[config.mk]
export PLATFORM = sky130hd
export DESIGN_NAME = pwm_serdes_gen
export DESIGN_NICKNAME = d
export VERILOG_FILES = /design/src/rtl/pwm_pkg.sv /design/src/rtl/pwm_serdes_chan.sv /design/src/rtl/pwm_serdes_gen.sv
export SDC_FILE = /design/constraint.sdc
export NUM_CORES = 1
export LEC_CHECK = 0
export ABC_AREA = 1
export BUFFER_PORTS_ARGS = -buffer_cell sky130_fd_sc_hd__clkbuf_2
export CORE_MARGIN = 5
export CORE_UTILIZATION = 62
export CTS_BUF_LIST = sky130_fd_sc_hd__clkbuf_2 sky130_fd_sc_hd__clkbuf_4 sky130_fd_sc_hd__clkbuf_8
export DETAILED_ROUTE_END_ITERATION = 10
export PLACE_DENSITY = 0.9
export SLEW_MARGIN = 20
export SYNTH_ARGS = -nofsm -noshare
export SYNTH_HDL_FRONTEND = slang
export SYNTH_SLANG_ARGS = --single-unit
[constraint.sdc]
create_clock -name clk -period 6.9 [get_ports clk]
set_input_delay 1.38 -clock clk [delete_from_list [all_inputs] [get_ports clk]]
set_output_delay 1.38 -clock clk [all_outputs]
set_load 0.01 [all_outputs]
[src/rtl/pwm_pkg.sv]
// Shared helpers for the PWM serializer word generator: width derivation
// and the level a channel parks at while the generator is idle.
package pwm_pkg;

    // Number of bit-index bits inside one serializer word.
    function automatic int serw_of(input int ser);
        return $clog2(ser);
    endfunction

    // Duty field width: integer bit position (period words + bit index) plus fraction.
    function automatic int cmpw_of(input int perw, input int ser, input int fracw);
        return perw + $clog2(ser) + fracw;
    endfunction

    // Level of every bit of the idle word: the line rests at its inactive
    // level, which is low unless the channel is inverted.
    function automatic logic idle_level(input logic inv);
        return inv;
    endfunction

endpackage

[src/rtl/pwm_serdes_chan.sv]
// One PWM channel: active duty/polarity, first-order dither accumulator and
// the SER-wide parallel compare that builds the next serializer word.
module pwm_serdes_chan
    import pwm_pkg::*;
#(
    parameter int  SER   = 8,
    parameter int  PERW  = 4,
    parameter int  FRACW = 4,
    localparam int SERW  = serw_of(SER),
    localparam int CMPW  = cmpw_of(PERW, SER, FRACW),
    localparam int IW    = PERW + SERW
) (
    input  logic            clk,
    input  logic            rst_n,
    input  logic            en,
    input  logic            start,
    input  logic            load,
    input  logic [PERW-1:0] cnt,
    input  logic [PERW-1:0] per_act,
    input  logic [CMPW-1:0] new_cmp,
    input  logic            new_inv,
    output logic [SER-1:0]  word
);

    typedef struct packed {
        logic [CMPW-1:0] cmp;
        logic            inv;
    } chan_cfg_t;

    chan_cfg_t        cfg_reg;
    chan_cfg_t        cfg_cur;
    logic [FRACW-1:0] acc_reg;
    logic             carry_reg;
    logic [FRACW:0]   acc_sum;
    logic             carry_cur;
    logic [IW:0]      duty;
    logic [IW:0]      period_bits;
    logic [IW:0]      limit;
    logic [SER-1:0]   word_next;
    logic [SER-1:0]   word_reg;

    // Effective duty for the word built this cycle. A load landing on a
    // period start (or while idle) takes effect immediately, so the dither
    // step of that start already uses the new fraction.
    always_comb begin
        cfg_cur = cfg_reg;
        if (load && (start || !en)) begin
            cfg_cur = '{cmp: new_cmp, inv: new_inv};
        end
        acc_sum     = {1'b0, acc_reg} + {1'b0, cfg_cur.cmp[FRACW-1:0]};
        carry_cur   = start ? acc_sum[FRACW] : carry_reg;
        duty        = {1'b0, cfg_cur.cmp[CMPW-1:FRACW]} + {{IW{1'b0}}, carry_cur};
        period_bits = {({1'b0, per_act} + 1'b1), {SERW{1'b0}}};
        limit       = (duty < period_bits) ? duty : period_bits;
    end

    // Bit gi of the word is fast-bit position cnt*SER+gi of the period.
    for (genvar gi = 0; gi < SER; gi++) begin : g_bit
        assign word_next[gi] = en ? (({1'b0, cnt, SERW'(gi)} < limit) ^ cfg_cur.inv)
                                  : idle_level(cfg_cur.inv);
    end

    // Active config, dither state and the registered output word.
    always_ff @(posedge clk or negedge rst_n) begin
        if (!rst_n) begin
            cfg_reg   <= '0;
            acc_reg   <= '0;
            carry_reg <= 1'b0;
            word_reg  <= '0;
        end else begin
            if (load) begin
                cfg_reg <= '{cmp: new_cmp, inv: new_inv};
            end
            if (!en) begin
                acc_reg   <= '0;
                carry_reg <= 1'b0;
            end else if (start) begin
                acc_reg   <= acc_sum[FRACW-1:0];
                carry_reg <= acc_sum[FRACW];
            end
            word_reg <= word_next;
        end
    end

    assign word = word_reg;

endmodule

[src/rtl/pwm_serdes_gen.sv]
// Multi-channel PWM word generator for SER:1 output serializers. Holds the
// word counter, the one-deep config shadow with its handshake, and the
// period-start flag; the per-channel words come from pwm_serdes_chan.
module pwm_serdes_gen
    import pwm_pkg::*;
#(
    parameter int  NCH     = 2,
    parameter int  SER     = 8,
    parameter int  PERW    = 4,
    parameter int  FRACW   = 4,
    parameter int  PER_RST = 3,
    localparam int CMPW    = cmpw_of(PERW, SER, FRACW)
) (
    input  logic                clk,
    input  logic                rst_n,
    input  logic                en,
    input  logic                cfg_valid,
    output logic                cfg_ready,
    input  logic [PERW-1:0]     cfg_per,
    input  logic [NCH*CMPW-1:0] cfg_cmp,
    input  logic [NCH-1:0]      cfg_inv,
    output logic [NCH*SER-1:0]  pwm_d,
    output logic                per_start
);

    logic [PERW-1:0]     cnt_reg;
    logic [PERW-1:0]     per_act_reg;
    logic                sh_full_reg;
    logic [PERW-1:0]     sh_per_reg;
    logic [NCH*CMPW-1:0] sh_cmp_reg;
    logic [NCH-1:0]      sh_inv_reg;
    logic                per_start_reg;

    logic                start;
    logic                wrap;
    logic                load;
    logic                accept;
    logic [PERW-1:0]     per_word;

    // Period boundaries and shadow transfer. The shadow only becomes full
    // after its acceptance edge, so a config taken on a wrap cycle waits for
    // the following wrap. While idle the shadow is applied at once.
    always_comb begin
        start    = en && (cnt_reg == '0);
        wrap     = en && (cnt_reg == per_act_reg);
        load     = sh_full_reg && (wrap || !en);
        accept   = cfg_valid && !sh_full_reg;
        per_word = (load && start) ? sh_per_reg : per_act_reg;
    end

    assign cfg_ready = !sh_full_reg;

    // Shadow register: capture on handshake, empty on transfer to active.
    always_ff @(posedge clk or negedge rst_n) begin
        if (!rst_n) begin
            sh_full_reg <= 1'b0;
            sh_per_reg  <= '0;
            sh_cmp_reg  <= '0;
            sh_inv_reg  <= '0;
        end else if (accept) begin
            sh_full_reg <= 1'b1;
            sh_per_reg  <= cfg_per;
            sh_cmp_reg  <= cfg_cmp;
            sh_inv_reg  <= cfg_inv;
        end else if (load) begin
            sh_full_reg <= 1'b0;
        end
    end

    // Word counter, active period and the registered period-start flag.
    always_ff @(posedge clk or negedge rst_n) begin
        if (!rst_n) begin
            cnt_reg       <= '0;
            per_act_reg   <= PERW'(PER_RST);
            per_start_reg <= 1'b0;
        end else begin
            if (load) begin
                per_act_reg <= sh_per_reg;
            end
            if (!en || wrap) begin
                cnt_reg <= '0;
            end else begin
                cnt_reg <= cnt_reg + 1'b1;
            end
            per_start_reg <= start;
        end
    end

    assign per_start = per_start_reg;

    for (genvar gi = 0; gi < NCH; gi++) begin : g_chan
        pwm_serdes_chan #(
            .SER   (SER),
            .PERW  (PERW),
            .FRACW (FRACW)
        ) u_chan (
            .clk     (clk),
            .rst_n   (rst_n),
            .en      (en),
            .start   (start),
            .load    (load),
            .cnt     (cnt_reg),
            .per_act (per_word),
            .new_cmp (sh_cmp_reg[gi*CMPW +: CMPW]),
            .new_inv (sh_inv_reg[gi]),
            .word    (pwm_d[gi*SER +: SER])
        );
    end

endmodule
==> flow_summary_export.csv, run 1 <==
group,metric,value,unit
logic_synthesis,yosys.area.top_type,"dfrtp_1",
floorplanning,die_h,103,um
clock_network,clock-sinks,88,
sta,worst_pin_slew,776,ps
worst_setup_path,r2r_start,"cnt_reg[0]$_DFF_PN0_",
grt,grt_max_degree,89,
worst_setup_path,rrSetupSlack,670,ps
sta,rsz0062_at_grt,"false",
clock_network,cts_buffers,9,
logic_synthesis,postSynthAreaPerCell,8.00,sq um
clock_network,root_buffer,"clkbuf_8",
sta,relSlewSlack,48.3,%
logic_synthesis,ys_warn_count,0,
final_layout,drive_gt1_share,17.3,%
worst_setup_path,r2r_end,"g_chan[1].u_chan.word[2]$_DFF_PN0_",
clock_network,cts_resized,0,
final_layout,final_cell_count_no_fill,821,
clock_network,postCtsHoldBufs,0,
floorplanning,ioPinCount,50,
logic_synthesis,syn_nets,731,
drt,vias_per_cell,5.52,
sta,fin_setup_tns,0,ps
worst_setup_path,criticalPathCategory,"input pin to flip-flop",
floorplanning,start_util,64.0,%
sta,finalMaxSlewViolations,0,
grt,grt-ovfl-total,0,
worst_hold_path,hp-class,"flip-flop to flip-flop",
final_layout,final_cell_mix,"nand2_1, dfrtp_1, inv_1",
clock_network,htreeDepth,3,
flow_run,max-cap-violations,0,
sta,fin_crit_sh,92.5,%
worst_hold_path,holdPathStages,2,
worst_setup_path,endpoint_kind,"flip-flop",
placed_design,numPlacedInstances,806,
worst_hold_path,hold_end,"g_chan[1].u_chan.cfg_reg[7]$_DFFE_PN0N_",
sta,period_minus_slack,6380,ps
logic_synthesis,synth_top_area_share,40.5,%
outcome,status,"finished clean",
drt,drtIter0Drc,238,
placed_design,dpl.hpwl,8.61,mm
clock_network,cts_max_path_buffers,2,
final_layout,area_growth,9.94,%
logic_synthesis,seq_area_frac_synth,41.5,%
placed_design,portBuffers,49,
floorplanning,die_area,0.0105,sq mm
floorplanning,fp.dieW,103,um
drt,routed_wl,11.9,mm
sta,hold_viol,0,
worst_hold_path,min-delay-start,"g_chan[1].u_chan.cfg_reg[7]$_DFFE_PN0N_",
worst_setup_path,cp_max_fo,16,
clock_network,clk_pin_slew,90,ps
final_layout,fillCellCount,623,
worst_setup_path,crit_start,"en",
sta,max_freq,0.157,GHz
worst_setup_path,start_kind,"input pin",
sta,clock_skew,9.87,ps
logic_synthesis,synthDistinctLibCells,40,
logic_synthesis,netlist_top_cells_area,"dfrtp_1, nand2_1, ha_1",
final_layout,diodes,0,
final_layout,largest_register_ffs,24,
final_layout,final_common_cell,"nand2_1",
drt,drc,0,
worst_setup_path,r2r_cells,28,
drt,drtPass1Iterations,8,
grt,grt_pass1_vias,4292,
worst_setup_path,required,7160,ps
grt,grt_pass1_wl,19.7,mm
drt,vias,4532,
placed_design,place.gp.congestion,0.938,
sta,setup_violations,0,
floorplanning,rows,33,
worst_setup_path,worstPathArrival,6640,ps
drt,wire_per_inst,14.4,um
final_layout,layout.nets,779,
logic_synthesis,syn_area,0.00531,sq mm
clock_network,clock_latency,370,ps
logic_synthesis,synth-seq-cells,88,
grt,grt_util_all_layers,24.0,%
clock_network,post_cts_buffers,0,
drt,ant_nets,0,
grt,antenna_found_initial,0,
logic_synthesis,synthCells,664,
floorplanning,coreArea,0.00830,sq mm
clock_network,tritoncts,"built",
==> synthesized netlist by cell type, drive strengths merged <==
library cell,instances
o21a,2
buf,9
xnor2,5
o21ai,58
nand3,43
nor2,47
ha,33
o22ai,2
a21oi,34
o31ai,2
dfstp,2
a211oi,3
fa,2
a2111oi,2
nor3,3
mux2,7
inv,82
a22o,2
nand2,204
dfrtp,86
nand3b,1
clkbuf,9
clkinv,3
xor2,11
nand4,12
==> critical path, stage by stage <==
cell and delay [ps]:
clkbuf_2 170, nand2_2 190, nand3_4 200, clkinv_2 160
o21ai_0 450, inv_1 120, fa_1 460, nor3_1 190
a2111oi_0 100, a21oi_1 270, ha_1 280, ha_1 230
nand4_1 150, xnor2_1 260, ha_1 300, nand2_1 90
o21a_1 250, nand2_4 110, o21ai_0 250, ha_1 310
a21oi_1 160, nor2_2 70, nor2_4 250, nand2_1 90
nand2_1 70, nand2_1 60
==> how the worst max path moves through the flow <==
stage,endpoint,slack [ps],cells after the start
floorplan,g_chan[0].u_chan.word[0]$_DFF_PN0_,490,31
global placement,g_chan[1].u_chan.word[1]$_DFF_PN0_,550,26
detailed placement,g_chan[0].u_chan.word[4]$_DFF_PN0_,170,28
CTS,g_chan[0].u_chan.word[4]$_DFF_PN0_,560,28
global route,g_chan[0].u_chan.word[5]$_DFF_PN0_,10,28
finish,g_chan[1].u_chan.word[2]$_DFF_PN0_,520,26
==> layer usage <==
layer / up-vias / global-route usage, % / part of all wire, %
met4: 0 / 8.58 / 2.5
met3: 31 / 4.74 / 6.0
li1: 2232 / - / -
met5: - / 0 / 0
met1: 2110 / 30.8 / 43
met2: 159 / 40.4 / 49
==> cell families (layout without fill, tap and decap cells) <==
logic type	Yosys count	count (layout)	synth area share (%)
adders and majority gates	35	35	8.53
and+or+nand+nor	310	310	26.6
buffers and inverters	103	155	8.22
AOI/OAI and AO/OA	105	105	11.0
muxes	7	7	1.48
DFF	88	88	41.5
xor gates and xnor gates	16	16	2.64
==> cell type report <==
class | count | area, sq um | area share, %
multi-input cells | 473 | 2670 | 45.7
flip-flops and latches | 88 | 2200 | 37.7
inverters | 85 | 320 | 5.48
repair buffers | 55 | 297 | 5.08
well taps | 105 | 131 | 2.25
clock buffers | 9 | 124 | 2.12
clock inverters | 6 | 92.6 | 1.59
==> through the flow <==
step                      hold slack [ps]  setup WS, ps  utilization, %  area, sq um
after floorplan                       449           495               -         5310
after global placement                464           555            67.7         5620
after detailed placement              467           167            67.7         5620
after CTS                             490           562            70.3         5840
after global routing                  507          14.2            70.4         5840
final                                 492           520            70.4         5840
Power of run 1 is not shown: default switching activity piles up to over one toggle a cycle in this logic, so the estimate is an artifact.
==> run 2: changes to the inputs <==
--- a/config.mk
+++ b/config.mk
@@ -5,7 +5,6 @@
 export SDC_FILE = /design/constraint.sdc
 export NUM_CORES = 1
 export LEC_CHECK = 0
-export ABC_AREA = 1
 export BUFFER_PORTS_ARGS = -buffer_cell sky130_fd_sc_hd__clkbuf_2
 export CORE_MARGIN = 5
 export CORE_UTILIZATION = 62
==> flow_summary_export.csv, run 2 <==
group,metric,value,unit
outcome,status,"finished clean",
floorplanning,ioPinCount,50,
sta,setup_violations,0,
drt,vias_per_cell,5.99,
drt,vias,4159,
sta,period_minus_slack,6880,ps
floorplanning,die_h,104,um
clock_network,cts_buffers,9,
final_layout,diodes,0,
worst_setup_path,start_kind,"input pin",
logic_synthesis,synth_top_area_share,39.2,%
final_layout,final_cell_mix,"dfrtp_1, mux2_2, clkbuf_2",
final_layout,area_growth,17.4,%
clock_network,clock-sinks,88,
grt,grt_max_degree,89,
worst_setup_path,cpMostUsedCell,"a21o_1",
logic_synthesis,synth-seq-cells,88,
clock_network,cts_max_path_buffers,2,
logic_synthesis,postSynthAreaPerCell,11.0,sq um
grt,grt_pass1_wl,20.2,mm
sta,relSlewSlack,34.6,%
placed_design,place.gp.congestion,0.910,
floorplanning,coreArea,0.00868,sq mm
final_layout,layout.nets,649,
final_layout,largest_register_ffs,24,
worst_setup_path,rrSetupSlack,70,ps
logic_synthesis,syn_area,0.00549,sq mm
sta,finalMaxSlewViolations,0,
logic_synthesis,yosys-top-cells-count,"dfrtp_1, mux2_2, nand2_1, ha_1, xnor2_1",
floorplanning,rows,34,
logic_synthesis,synth_edf_count,0,
drt,drtIter0Drc,264,
clock_network,clk_pin_slew,90,ps
drt,drtPass1Iterations,4,
grt,antenna_found_initial,0,
logic_synthesis,ys_warn_count,0,
logic_synthesis,synthCells,497,
worst_setup_path,worstPathArrival,7090,ps
clock_network,tritoncts,"built",
logic_synthesis,synthDistinctLibCells,72,
placed_design,dpl.hpwl,8.94,mm
final_layout,multi_input_area,0.00322,sq mm
drt,ant_nets,0,
worst_setup_path,cpPeakStageDelay,420,ps
sta,hold_viol,0,
worst_setup_path,endpoint_kind,"flip-flop",
flow_run,max-cap-violations,0,
logic_synthesis,synth_top_flop_cell,"dfrtp_1",
sta,rsz0062_at_grt,"true",
sta,fin_crit_sh,99.6,%
floorplanning,fp.dieW,104,um
logic_synthesis,synth.most_common_cell,"dfrtp_1",
clock_network,clock_latency,370,ps
logic_synthesis,yosys.area.top_type,"dfrtp_1",
clock_network,htreeDepth,3,
sta,max_freq,0.145,GHz
worst_setup_path,crit_slowest_cell,"a311o_2",
final_layout,fillCellCount,609,
placed_design,portBuffers,49,
drt,wire_per_inst,17.6,um
final_layout,final_common_cell,"dfrtp_1",
final_layout,drive_gt1_share,39.2,%
floorplanning,die_area,0.0108,sq mm
sta,worst_pin_slew,954,ps
logic_synthesis,seq_area_frac_synth,40.2,%
worst_setup_path,criticalPathCategory,"input pin to flip-flop",
clock_network,root_buffer,"clkbuf_8",
final_layout,regArea,0.00221,sq mm
placed_design,placed_area,0.00608,sq mm
drt,drc,0,
final_layout,stdcell_area,0.00644,sq mm
worst_setup_path,required,7120,ps
sta,clock_skew,8.61,ps
worst_hold_path,hp-class,"flip-flop to flip-flop",
logic_synthesis,syn_nets,564,
worst_setup_path,cp_max_fo,6,
logic_synthesis,netlist_top_cells_area,"dfrtp_1, mux2_2, ha_1",
grt,grt-ovfl-total,0,
floorplanning,start_util,63.2,%
logic_synthesis,synthArstFlopShare,100,%
drt,routed_wl,12.2,mm
grt,grt_util_all_layers,22.5,%
grt,grt_pass1_vias,4345,
run 2: cell count changes in the layout (fill, tap and decap cells not counted), sizes merged, moves of 7 or more:
cell	change
a31oi	+7
nand2	-165
mux2	+62
a21oi	-18
buf	+39
nor2	-25
nand3	-30
inv	-62
a21o	+7
mux2i	+19
xnor2	+20
o21ai	-48
run 2: path summary, 6_finish.rpt:
| kind | start | cells after the start | endpoint |
|---|---|---|---|
| worst max-delay path | en | 34 | g_chan[0].u_chan.word[1]$_DFF_PN0_ |
| worst min-delay path | g_chan[1].u_chan.cfg_reg[5]$_DFFE_PN0N_ | 1 | g_chan[1].u_chan.cfg_reg[5]$_DFFE_PN0N_ |
| worst max register to register | cnt_reg[0]$_DFF_PN0_ | 35 | g_chan[0].u_chan.word[1]$_DFF_PN0_ |
| worst min register to register | g_chan[1].u_chan.cfg_reg[5]$_DFFE_PN0N_ | 1 | g_chan[1].u_chan.cfg_reg[5]$_DFFE_PN0N_ |
| max in group asynchronous | rst_n | 1 | cnt_reg[0]$_DFF_PN0_ |
| min in group asynchronous | rst_n | 1 | g_chan[0].u_chan.word[0]$_DFF_PN0_ |
run 2: cells by family (layout without fill, tap and decap cells):
logic type	Yosys count	in the layout	share of synthesized area (%)
AOI/OAI and AO/OA	81	81	11.7
xor gates and xnor gates	40	40	6.66
adders and majority gates	35	35	8.26
buffers and inverters	40	129	3.31
DFF	88	88	40.2
muxes	88	88	17.6
and+or+nand+nor	125	125	12.2
run 2: through the flow:
stage	hold slack, ps	setup WS (ps)	setup TNS (ps)	instances	utilization, %
final	515	25.0	0	694	74.3
after global placement	482	33.3	0	670	70.1
after global routing	535	-264	-1430	694	74.3
after detailed placement	491	-247	-2440	670	70.1
after floorplan	474	-266	-1430	497	-
after CTS	512	30.3	0	685	72.6
run 2: final cells by class:
cell class,instances,share of cell area (%)
Clock buffer,9,1.92
Inverter,21,1.22
Tap cell,108,2.10
Clock inverter,6,1.44
Timing Repair Buffer,93,9.18
Sequential cell,88,34.2
Multi-Input combinational cell,369,49.9
run 2: metal layers:
metal	part of all wire [%]	track usage (%)	wire length (um)
met3	4.8	4.16	587
met5	0	0	0
met4	2.2	9.71	269
met1	41	28.3	5030
met2	52	37.8	6300
run 2: repair_timing:
item / 4_1_cts / 5_1_grt
pin swaps: 0 / 21
hold buffers: 0 / 0
resized for setup: 1 / 19
cloned: 0 / 0
buffers inserted: 0 / 9
endpoints found under the setup margin: 4 / 16
run 2: worst max-delay path: cells and delay by family:
family,cells,cell delay [ps]
AOI/OAI and AO/OA,15,2650
xor gates and xnor gates,2,250
adders and majority gates,5,1250
buffers and inverters,2,110
muxes,3,710
and+or+nand+nor,7,730
Power of run 2 is left out for the same reason.
==> run 3: changes to the inputs <==
--- a/config.mk
+++ b/config.mk
@@ -11,6 +11,7 @@
 export CTS_BUF_LIST = sky130_fd_sc_hd__clkbuf_2 sky130_fd_sc_hd__clkbuf_4 sky130_fd_sc_hd__clkbuf_8
 export DETAILED_ROUTE_END_ITERATION = 10
 export PLACE_DENSITY = 0.9
+export RECOVER_POWER = 100
 export SLEW_MARGIN = 20
 export SYNTH_ARGS = -nofsm -noshare
 export SYNTH_HDL_FRONTEND = slang
==> flow_summary_export.csv, run 3 (synthesis results as in run 2) <==
group,metric,value,unit
worst_setup_path,worstPathArrival,7090,ps
placed_design,place.gp.congestion,0.910,
drt,wire_per_inst,17.6,um
placed_design,portBuffers,49,
drt,drc,0,
sta,relSlewSlack,-197,%
clock_network,cts_max_path_buffers,2,
sta,clock_skew,7.10,ps
clock_network,root_buffer,"clkbuf_8",
clock_network,clock-sinks,88,
drt,vias,4160,
floorplanning,coreArea,0.00868,sq mm
grt,grtUsageMet2,37.8,%
worst_setup_path,cpMostUsedCell,"a21o_1",
floorplanning,die_area,0.0108,sq mm
grt,grt_pass1_wl,20.2,mm
grt,grt_pass1_vias,4345,
clock_network,htreeDepth,3,
flow_run,max-cap-violations,1,
drt,drtPass1Iterations,4,
sta,period_minus_slack,6880,ps
grt,grt_max_degree,89,
sta,worst_pin_slew,4450,ps
worst_setup_path,crit_slowest_cell,"a311o_2",
sta,hold_viol,0,
grt,grt_util_met1,28.3,%
final_layout,area_growth,17.3,%
placed_design,dpl.hpwl,8.94,mm
clock_network,tritoncts,"built",
worst_setup_path,start_kind,"input pin",
sta,finalMaxSlewViolations,89,
outcome,status,"finished, violations left",
floorplanning,ioPinCount,50,
clock_network,clock_latency,370,ps
grt,top_usage_layer,"met2",
clock_network,postCtsHoldBufs,0,
worst_setup_path,cpPeakStageDelay,420,ps
final_layout,final_cell_mix,"dfrtp_1, mux2_2, clkbuf_2",
final_layout,largest_register_ffs,24,
floorplanning,fp.dieW,104,um
worst_setup_path,endpoint_kind,"flip-flop",
final_layout,final_common_cell,"dfrtp_1",
drt,vias_per_cell,5.99,
worst_hold_path,hp-class,"flip-flop to flip-flop",
grt,antenna_found_initial,0,
sta,fin_crit_sh,99.7,%
worst_setup_path,required,7120,ps
floorplanning,start_util,63.2,%
grt,grt_util_all_layers,22.5,%
clock_network,cts_buffers,9,
worst_setup_path,cp_max_fo,6,
clock_network,clk_pin_slew,90,ps
grt,grt-ovfl-total,0,
floorplanning,die_h,104,um
final_layout,drive_gt1_share,39.1,%
floorplanning,rows,34,
final_layout,layout.nets,649,
worst_setup_path,criticalPathCategory,"input pin to flip-flop",
final_layout,diodes,0,
drt,routed_wl,12.2,mm
grt,grt_util_met3,4.16,%
sta,setup_violations,0,
drt,drtIter0Drc,248,
sta,rsz0062_at_grt,"true",
outcome,failed_checks,"capacitance limit, slew limit",
sta,hold_slack,515,ps
drt,ant_nets,0,
sta,max_freq,0.145,GHz
[run 3: timing repair]
item / in CTS / in global routing
resized for setup: 1 / 19
setup endpoints to repair: 4 / 16
pin swaps: 0 / 21
buffers inserted: 0 / 9
[run 3: area by class of cell]
| type | instances | area (sq um) |
|---|---|---|
| multi-input combinational | 369 | 3220 |
| fill | 611 | 2240 |
| sequential | 88 | 2210 |
| timing repair buffer | 93 | 584 |
| tap | 108 | 135 |
| clock buffer | 9 | 124 |
| clock inverter | 6 | 92.6 |
| inverter | 21 | 78.8 |
[run 3: path summary, 6_finish.rpt]
check                                                             start                                       to  slack (ps)  cells after the start
worst max register to register                     cnt_reg[0]$_DFF_PN0_       g_chan[0].u_chan.word[1]$_DFF_PN0_          70                     35
worst max-delay path                                                 en       g_chan[0].u_chan.word[1]$_DFF_PN0_          20                     34
min in group asynchronous                                         rst_n       g_chan[0].u_chan.word[0]$_DFF_PN0_        2580                      1
worst min register to register  g_chan[1].u_chan.cfg_reg[5]$_DFFE_PN0N_  g_chan[1].u_chan.cfg_reg[5]$_DFFE_PN0N_         520                      1
max in group asynchronous                                         rst_n                     cnt_reg[0]$_DFF_PN0_        1470                      1
worst min-delay path            g_chan[1].u_chan.cfg_reg[5]$_DFFE_PN0N_  g_chan[1].u_chan.cfg_reg[5]$_DFFE_PN0N_         520                      1
[run 3: critical path: cells and delay by family]
kind,cells,cell delay [ps]
AO/OA/AOI/OAI,15,2650
adder cells (fa/ha/maj),5,1250
AND/OR/NAND/NOR,7,750
multiplexers,3,690
XOR/XNOR,2,250
buffers and inverters,2,110
[run 3: stage by stage]
| stage | setup TNS [ps] | utilization [%] | cells | setup WS [ps] | area [sq um] |
|---|---|---|---|---|---|
| finish | 0 | 74.2 | 694 | 24.1 | 6440 |
| global route | -1430 | 74.2 | 694 | -264 | 6440 |
| CTS | 0 | 72.6 | 685 | 30.3 | 6300 |
| detailed placement | -2440 | 70.1 | 670 | -247 | 6080 |
| global placement | 0 | 70.1 | 670 | 33.3 | 6080 |
| floorplan | -1430 | - | 497 | -266 | 5550 |
[run 3: layer usage]
metal  part of all wire (%)  vias up  wire length, um
met4                    2.2        0              269
li1                       -     1976                -
met2                     52      112             6310
met3                    4.4       25              533
met5                      0        -                0
met1                     42     2047             5070
Power of run 3 is left out for the same reason.
